--- config.mk ---
export PLATFORM = sky130hd
export DESIGN_NAME = stopwatch_datapath
export DESIGN_NICKNAME = d
export VERILOG_FILES = /design/src/rtl/stopwatch_datapath.sv
export SDC_FILE = /design/constraint.sdc
export NUM_CORES = 1
export LEC_CHECK = 0
export CAP_MARGIN = 20
export CORE_UTILIZATION = 33
export CTS_BUF_LIST = sky130_fd_sc_hd__clkbuf_8
export DETAILED_ROUTE_END_ITERATION = 8
export DONT_BUFFER_PORTS = 1
export MAX_ROUTING_LAYER = met4
export PLACE_DENSITY = 0.49
export SYNTH_ARGS = -nofsm -noshare
export SYNTH_HDL_FRONTEND = slang
export SYNTH_SLANG_ARGS = --single-unit
--- constraint.sdc ---
create_clock -name clk -period 7.2 [get_ports clk]
set_clock_uncertainty 0.1 [all_clocks]
set_input_delay 1.08 -clock clk [delete_from_list [all_inputs] [get_ports clk]]
set_output_delay 1.08 -clock clk [all_outputs]
set_load 0.01 [all_outputs]
--- src/rtl/stopwatch_datapath.sv ---
// -----------------------------------------------------------------------------
// stopwatch_datapath
//
// Time-keeping datapath for the stopwatch. A clock divider derives a
// centisecond time base from the system clock. On each time-base tick the
// cascaded msec/sec/min/hour counters advance. All carries resolve in a
// single clock edge, so no partially-carried value is ever visible.
// Button handling lives in the control FSM. This block only follows the
// run_stop level and the clear request.
//
// Parameters
//   CLK_FREQ : system clock frequency in Hz
//   TICK_HZ  : time-base rate in Hz (one tick = one centisecond)
//
// Ports
//   clk      : system clock
//   rst      : asynchronous, active-high reset
//   run_stop : 1 = counting, 0 = paused (all state frozen, divider included)
//   clear    : synchronous zeroing of all time state; may be held
//   msec     : centiseconds 0..99   (registered)
//   sec      : seconds      0..59   (registered)
//   min      : minutes      0..59   (registered)
//   hour     : hours        0..23   (registered)
//   tick     : one-cycle pulse on every time-base tick (registered)
//   day_wrap : one-cycle pulse when 23:59:59.99 rolls to 00:00:00.00
// -----------------------------------------------------------------------------
module stopwatch_datapath #(
   parameter int CLK_FREQ = 100_000_000,
   parameter int TICK_HZ  = 100
) (
   input  logic       clk,
   input  logic       rst,
   input  logic       run_stop,
   input  logic       clear,
   output logic [6:0] msec,
   output logic [5:0] sec,
   output logic [5:0] min,
   output logic [4:0] hour,
   output logic       tick,
   output logic       day_wrap
);

   localparam int DIV = CLK_FREQ / TICK_HZ;
   localparam int CW  = (DIV > 1) ? $clog2(DIV) : 1;

   localparam logic [CW-1:0] CNT_LAST = CW'(DIV - 1);
   localparam logic [6:0]    MSEC_MAX = 7'd99;
   localparam logic [5:0]    SEC_MAX  = 6'd59;
   localparam logic [5:0]    MIN_MAX  = 6'd59;
   localparam logic [4:0]    HOUR_MAX = 5'd23;

   // State registers
   logic [CW-1:0] tick_cnt_r;
   logic [6:0]    msec_r;
   logic [5:0]    sec_r;
   logic [5:0]    min_r;
   logic [4:0]    hour_r;
   logic          tick_r;
   logic          day_wrap_r;

   // Combinational next values
   logic          tick_event_s;
   logic [CW-1:0] tick_cnt_next_s;
   logic [6:0]    msec_next_s;
   logic [5:0]    sec_next_s;
   logic [5:0]    min_next_s;
   logic [4:0]    hour_next_s;
   logic          msec_carry_s;
   logic          sec_carry_s;
   logic          min_carry_s;
   logic          hour_carry_s;

   // Time base: a tick fires when the divider sits on its last count while running.
   // Treating any count >= the last value as terminal lets a corrupted divider recover.
   always_comb begin
      tick_event_s    = 1'b0;
      tick_cnt_next_s = tick_cnt_r;
      if (run_stop) begin
         if (tick_cnt_r >= CNT_LAST) begin
            tick_event_s    = 1'b1;
            tick_cnt_next_s = {CW{1'b0}};
         end else begin
            tick_event_s    = 1'b0;
            tick_cnt_next_s = tick_cnt_r + {{(CW-1){1'b0}}, 1'b1};
         end
      end else begin
         tick_event_s    = 1'b0;
         tick_cnt_next_s = tick_cnt_r;
      end
   end

   // Centiseconds: the field always advances on a tick. Out-of-range values are
   // forced to zero without generating a carry.
   always_comb begin
      msec_next_s  = msec_r;
      msec_carry_s = 1'b0;
      if (msec_r > MSEC_MAX) begin
         msec_next_s  = 7'd0;
         msec_carry_s = 1'b0;
      end else if (msec_r == MSEC_MAX) begin
         msec_next_s  = 7'd0;
         msec_carry_s = 1'b1;
      end else begin
         msec_next_s  = msec_r + 7'd1;
         msec_carry_s = 1'b0;
      end
   end

   // Seconds: advance only on a carry from centiseconds. Out-of-range values clear on any tick.
   always_comb begin
      sec_next_s  = sec_r;
      sec_carry_s = 1'b0;
      if (sec_r > SEC_MAX) begin
         sec_next_s  = 6'd0;
         sec_carry_s = 1'b0;
      end else if (msec_carry_s) begin
         if (sec_r == SEC_MAX) begin
            sec_next_s  = 6'd0;
            sec_carry_s = 1'b1;
         end else begin
            sec_next_s  = sec_r + 6'd1;
            sec_carry_s = 1'b0;
         end
      end else begin
         sec_next_s  = sec_r;
         sec_carry_s = 1'b0;
      end
   end

   // Minutes: advance only on a carry from seconds. Out-of-range values clear on any tick.
   always_comb begin
      min_next_s  = min_r;
      min_carry_s = 1'b0;
      if (min_r > MIN_MAX) begin
         min_next_s  = 6'd0;
         min_carry_s = 1'b0;
      end else if (sec_carry_s) begin
         if (min_r == MIN_MAX) begin
            min_next_s  = 6'd0;
            min_carry_s = 1'b1;
         end else begin
            min_next_s  = min_r + 6'd1;
            min_carry_s = 1'b0;
         end
      end else begin
         min_next_s  = min_r;
         min_carry_s = 1'b0;
      end
   end

   // Hours: advance only on a carry from minutes. A carry out of 23 is the day wrap.
   always_comb begin
      hour_next_s  = hour_r;
      hour_carry_s = 1'b0;
      if (hour_r > HOUR_MAX) begin
         hour_next_s  = 5'd0;
         hour_carry_s = 1'b0;
      end else if (min_carry_s) begin
         if (hour_r == HOUR_MAX) begin
            hour_next_s  = 5'd0;
            hour_carry_s = 1'b1;
         end else begin
            hour_next_s  = hour_r + 5'd1;
            hour_carry_s = 1'b0;
         end
      end else begin
         hour_next_s  = hour_r;
         hour_carry_s = 1'b0;
      end
   end

   // Divider register: clear wins over run_stop; frozen while paused.
   always_ff @(posedge clk or posedge rst) begin
      if (rst) begin
         tick_cnt_r <= {CW{1'b0}};
      end else if (clear) begin
         tick_cnt_r <= {CW{1'b0}};
      end else begin
         tick_cnt_r <= tick_cnt_next_s;
      end
   end

   // Time fields: all four update together on the tick edge, so carries never show half-done.
   always_ff @(posedge clk or posedge rst) begin
      if (rst) begin
         msec_r <= 7'd0;
         sec_r  <= 6'd0;
         min_r  <= 6'd0;
         hour_r <= 5'd0;
      end else if (clear) begin
         msec_r <= 7'd0;
         sec_r  <= 6'd0;
         min_r  <= 6'd0;
         hour_r <= 5'd0;
      end else if (tick_event_s) begin
         msec_r <= msec_next_s;
         sec_r  <= sec_next_s;
         min_r  <= min_next_s;
         hour_r <= hour_next_s;
      end
   end

   // Event pulses: low by default, high for the single cycle following a tick edge.
   always_ff @(posedge clk or posedge rst) begin
      if (rst) begin
         tick_r     <= 1'b0;
         day_wrap_r <= 1'b0;
      end else if (clear) begin
         tick_r     <= 1'b0;
         day_wrap_r <= 1'b0;
      end else begin
         tick_r     <= tick_event_s;
         day_wrap_r <= tick_event_s & hour_carry_s;
      end
   end

   assign msec     = msec_r;
   assign sec      = sec_r;
   assign min      = min_r;
   assign hour     = hour_r;
   assign tick     = tick_r;
   assign day_wrap = day_wrap_r;

endmodule
# Word level (Yosys, flattened, before mapping)
# Cells that the tools add are included.
# totals
mem_count	0
latchBits	0
mem_bits_rw	0
out_inout_bits	26
word_cells	67
regBits	46
rom_bits	0
# op_classes
n_mul	0
shift	0
n_reduce_logical	8
n_addsub	5
bitwise	1
n_eq_ne	4
magnitude_cmp	5
n_div	0
n_mux	37
# ops
cell	n
$mux 20	3
$mux 6	10
$mux 7	4
$mux 5	5
$add 20x1->20 const B	1
$ge 20x20->1 const B	1
$mux 1	15
$add 6x1->6 const B	2
$eq 6x6->1 const B	2
$gt 6x6->1 const B	2
$reduce_bool 3->1	3
$add 7x1->7 const B	1
$eq 7x7->1 const B	1
$gt 7x7->1 const B	1
$reduce_and 2->1	3
$add 5x1->5 const B	1
$eq 5x5->1 const B	1
$gt 5x5->1 const B	1
$reduce_bool 2->1	2
$and 1x1->1	1

# Longest topological paths before layout
# depth
ltp_word	11
depth_mapped	7

# Worst setup path before layout
# Ideal clock, no wire load.
# synth_path
kind	input to register
startpoint	input clear
endpoint	register hour_r[0] (netlist: hour[0])
slack_ns	4.609
required_time_ns	6.975
cell_stages	4
arrival_ns	2.367
n_path_buf	1
setup_time_ns	0.125
cell_sequence	clkbuf_1 -> a211oi_1 -> or2_2 -> mux2_2
# synth_between
elab_chain_cells	2
word_cells_on_any_way	4
classes_between	1 x mux; 3 x reduce/logical
# synth_rtl
item	line_no	source
from (decl)	34	input logic clear,
$reduce_bool 3->1 (no source line) or $reduce_bool 2->1 (tied branches)	n/a	
$reduce_and 2->1 (no source line)	n/a	
to (signal assigned)	199	hour_r <= hour_next_s;
to (decl)	57	logic [4:0] hour_r;
# Several ways; a longest one is shown, not always the timed one.
# A chain may end at the register's enable or synchronous reset.

# Worst setup path after layout
# layout_path
startpoint	register msec_r[1] (netlist: msec[1])
endpoint	register hour_r[0] (netlist: hour[0])
# layout_between
elab_chain_cells	9
word_cells_on_any_way	10
classes_between	1 x order compare; 1 x eq/ne; 6 x mux; 2 x reduce/logical
# layout_rtl
item	line_no	source
from (decl)	54	logic [6:0] msec_r;
from (signal assigned)	196	msec_r <= msec_next_s;
parallel branches: the longest is 2 deep, another holds $gt 7x7->1	n/a	
$mux 1 *	97	if (msec_r > MSEC_MAX) begin
$mux 1 *	116	end else if (msec_carry_s) begin
$mux 1 *	113	if (sec_r > SEC_MAX) begin
$mux 1 *	137	end else if (sec_carry_s) begin
$mux 1 *	134	if (min_r > MIN_MAX) begin
$reduce_bool 3->1 (no source line) *	n/a	
$reduce_and 2->1 (no source line) *	n/a	
# Every way passes the cells marked *.

==> out/metrics.sh <==
FIRST_PASS_GRT_WIRE_LENGTH_MICRONS=10000
ROUTE.FINAL.WIRE_LENGTH_MICRONS=5670
SYN_AREA_CELL_SQ_UM=9.12
TRITONCTS_NUM_SINKS=46
CELLLEAKAGEPOWER_nW=1.13
N_FILL_CELL=751
WORST_SKEW_PAIR_LATENCY_NS=0.31
LAYOUT_MIN_CYCLE_TIME_NS=2.77
CTS.CLK_SLEW.WORST_PATHS_NS=0.09
LAYOUT_COMMONEST_CELL='sky130_fd_sc_hd__dfrtp_1'
TIGHTEST_SLEW_NS=0.907
FIRSTDRTPASSITERS=4
DRCVIOLATIONCOUNT=0
FIN_CRIT_SH=0.385
SYNTH.TOP_CELLS.BY_AREA='sky130_fd_sc_hd__dfrtp_1 (44%), sky130_fd_sc_hd__o21ai_0 (4.8%), sky130_fd_sc_hd__nor2_1 (4.2%)'
PORT_BUFFERS=0
DETAIL-ROUTE-ANTENNA-NETS=0
UNREPAIRED_SETUP_ENDPOINTS_AFTER_GLOBAL_ROUTING='false'
FINAL_NET_COUNT=293
MAX_CLOCK_FREQ_MHz=361
VDD_DROP_MAX_uV=75.1
SETUP_TNS_NS=0
TIMING.FINAL.MAX_SLEW_VIOLATIONS=0
YOSYS.AREA.TOP_TYPE_SHARE=0.444
ROUTE.VIAS.TOTAL=2105
POST_SYNTH_INSTANCE_AREA_SQ_UM=2590
CTS_MADE_BUFFERS=5
FINALPOWER_uW=539
CRIT_FANOUT=7
POSTSYNTHNETCOUNT=293
CTSHTREEMAXLEVEL=2
WORST_EP_ARRIVAL_TIME_NS=2.86
TIMING.REG2REG.WORST_PATH_DEPTH=6
DIE-WIDTH_MICRONS=90.6
DIE_SPAN_IN_Y_MICRONS=90.6
POSTSYNTH.TOPFLOPCELL='sky130_fd_sc_hd__dfrtp_1'
START_UTIL=0.350
WORST_SETUP_PATH_END_KIND='register'
ROUTE.DETAILED.VIAS_PER_INST=5.48
GRT_MAX_DEGREE=47
PWR_DENSITY_CELL_nW_PER_UM2=191
UNIQUE_CELL_TYPE_COUNT_IN_THE_YOSYS_NETLIST=52
SLEW_HEADROOM=0.392
FP.DIEAREA_SQ_UM=8210
CRITPATHKIND='reg -> reg'
VIAS_IN_THE_FIRST_GLOBAL_ROUTE=1990
DETAILEDPLACEMENTHPWL_MICRONS=3900
ROWS=31
NUM_ANTENNA_CELLS=0
MAX_CAP_VIOLATIONS=0
RESULT_OF_THE_RUN='completed'
NUMBER_OF_CELLS_ON_THE_WORST_HOLD_PATH=1
SYN-INSTANCE-COUNT=284
YOSYSSEQAREASHARE=0.444
FINAL-SETUP-VIOL-COUNT=0
SYNTH-SEQ-CELLS=46
POST_CTS_SETUP_BUFFERS=0
DRIVE_ABOVE_1_SHARE=0.0772
MAX-CLOCK-PATH-BUFFERS=2
CTS-RESIZED-GATES=0
GP_ROUTABILITY_CONGESTION=0.791
CTS_TREE='built'
DRT_ITER0_DRC=94
OVERFLOW=0
ASYNC_FLOP_SHARE=1.00
SYNTH_ENABLE_FLOP_CELLS=0
HOLD_PATH.CLASS='reg -> reg'
SYNTH_WARNINGS=0
YOSYSTOPAREACELL='sky130_fd_sc_hd__dfrtp_1'
PIN_COUNT=30
CORE_AREA_SQ_UM=7410
AREA.GROWTH.SYNTH_TO_FINAL_PCT=8.70
CTS_ROOT_BUFFER='sky130_fd_sc_hd__clkbuf_8'
HOLD_VIOL_FINAL=0
GLOBAL_ROUTE.USAGE.TOTAL=0.154
WORST_EP_REQUIRED_TIME_NS=7.29
POST_DRT_WL_PER_CELL_MICRONS=14.8
WORST_SETUP_PATH_START_KIND='register'
ANTENNA_FOUND_INITIAL=0
POST_CTS_HOLD_BUFFER_COUNT=0
LAYOUT_COMMON_CELLS='sky130_fd_sc_hd__dfrtp_1 (46), sky130_fd_sc_hd__nor2_1 (29), sky130_fd_sc_hd__o21ai_0 (25)'
## state kept, by name (all words and copies together), names as in the netlist
signal	cells
tick_cnt_r	20
msec	7
min	6
sec	6
hour	5
day_wrap	1
tick	1
## kinds of logic (layout without fill, tap and decap cells)
kind of cell    Yosys count  in the layout  synth area share
compound gates           74             74             0.183
xor+xnor                 15             15            0.0507
fa+ha+maj                 5              5            0.0242
buf+inv                  20             21            0.0319
flops                    46             46             0.444
mux                       2              2           0.00821
simple gates            122            122             0.257
## metal layers
metal / GRT usage / routed length, microns / vias up
met3: 0.0354 / 196 / 6
met4: 0.0497 / 72 / 0
met2: 0.223 / 2490 / 32
met5: - / 0 / -
met1: 0.212 / 2920 / 1010
li1: - / - / 1057
## critical path, cell delays in order (launching register included)
cell and delay (ns):
sky130_fd_sc_hd__dfrtp_1 0.52, sky130_fd_sc_hd__ha_1 0.30, sky130_fd_sc_hd__or4b_4 0.50, sky130_fd_sc_hd__nor4_4 0.41
sky130_fd_sc_hd__a21oi_1 0.19, sky130_fd_sc_hd__or2_2 0.36, sky130_fd_sc_hd__mux2_2 0.28
## synthesized netlist by cell type (all sizes together) (4+ instances only)
library cell and count:
a21o 4, a21oi 12, clkbuf 6, dfrtp 46, ha 5, inv 11, nand2 20, nand3 13
nand4 10, nor2 29, nor2b 4, nor3 14, nor4 8, o21ai 25, o31ai 10, xnor2 8
xor2 7
## report_power, final
part	total [mW]	switching [mW]	leakage (nW)	internal, mW
Clock	0.198	0.0955	0.0556	0.102
Combinational	0.0470	0.0280	0.444	0.0190
Sequential	0.294	0.0243	0.631	0.270
## final timing paths
kind	start	to	slack (ns)
max	msec[1]	hour[0]	4.43
min	tick_cnt_r[19]	tick_cnt_r[19]	0.41
max reg2reg	msec[1]	hour[0]	4.43
min reg2reg	tick_cnt_r[19]	tick_cnt_r[19]	0.41
max in group asynchronous	rst	sec[4]	5.99
min in group asynchronous	rst	tick_cnt_r[8]	0.52
## area by class of cell
class	instances	area [sq um]	area share
sequential	46	1150	0.409
multi-input combinational	218	1360	0.484
tap	99	124	0.0440
inverter	11	41.3	0.0147
timing repair buffer	2	27.5	0.00978
clock inverter	3	41.3	0.0147
clock buffer	5	68.8	0.0244
## metrics by stage
stage          hold slack (ns)  std cells  instance area, sq um  setup slack [ns]   util
3_3_place_gp             0.400        375                  2690              4.40  0.362
2_1_floorplan            0.374        284                  2590              4.61      -
3_5_place_dp             0.399        375                  2690              4.39  0.362
5_1_grt                  0.468        384                  2820              4.25  0.380
4_1_cts                  0.418        383                  2800              4.41  0.377
6_report                 0.414        384                  2820              4.43  0.380
Power figures use the tool's default switching activity.
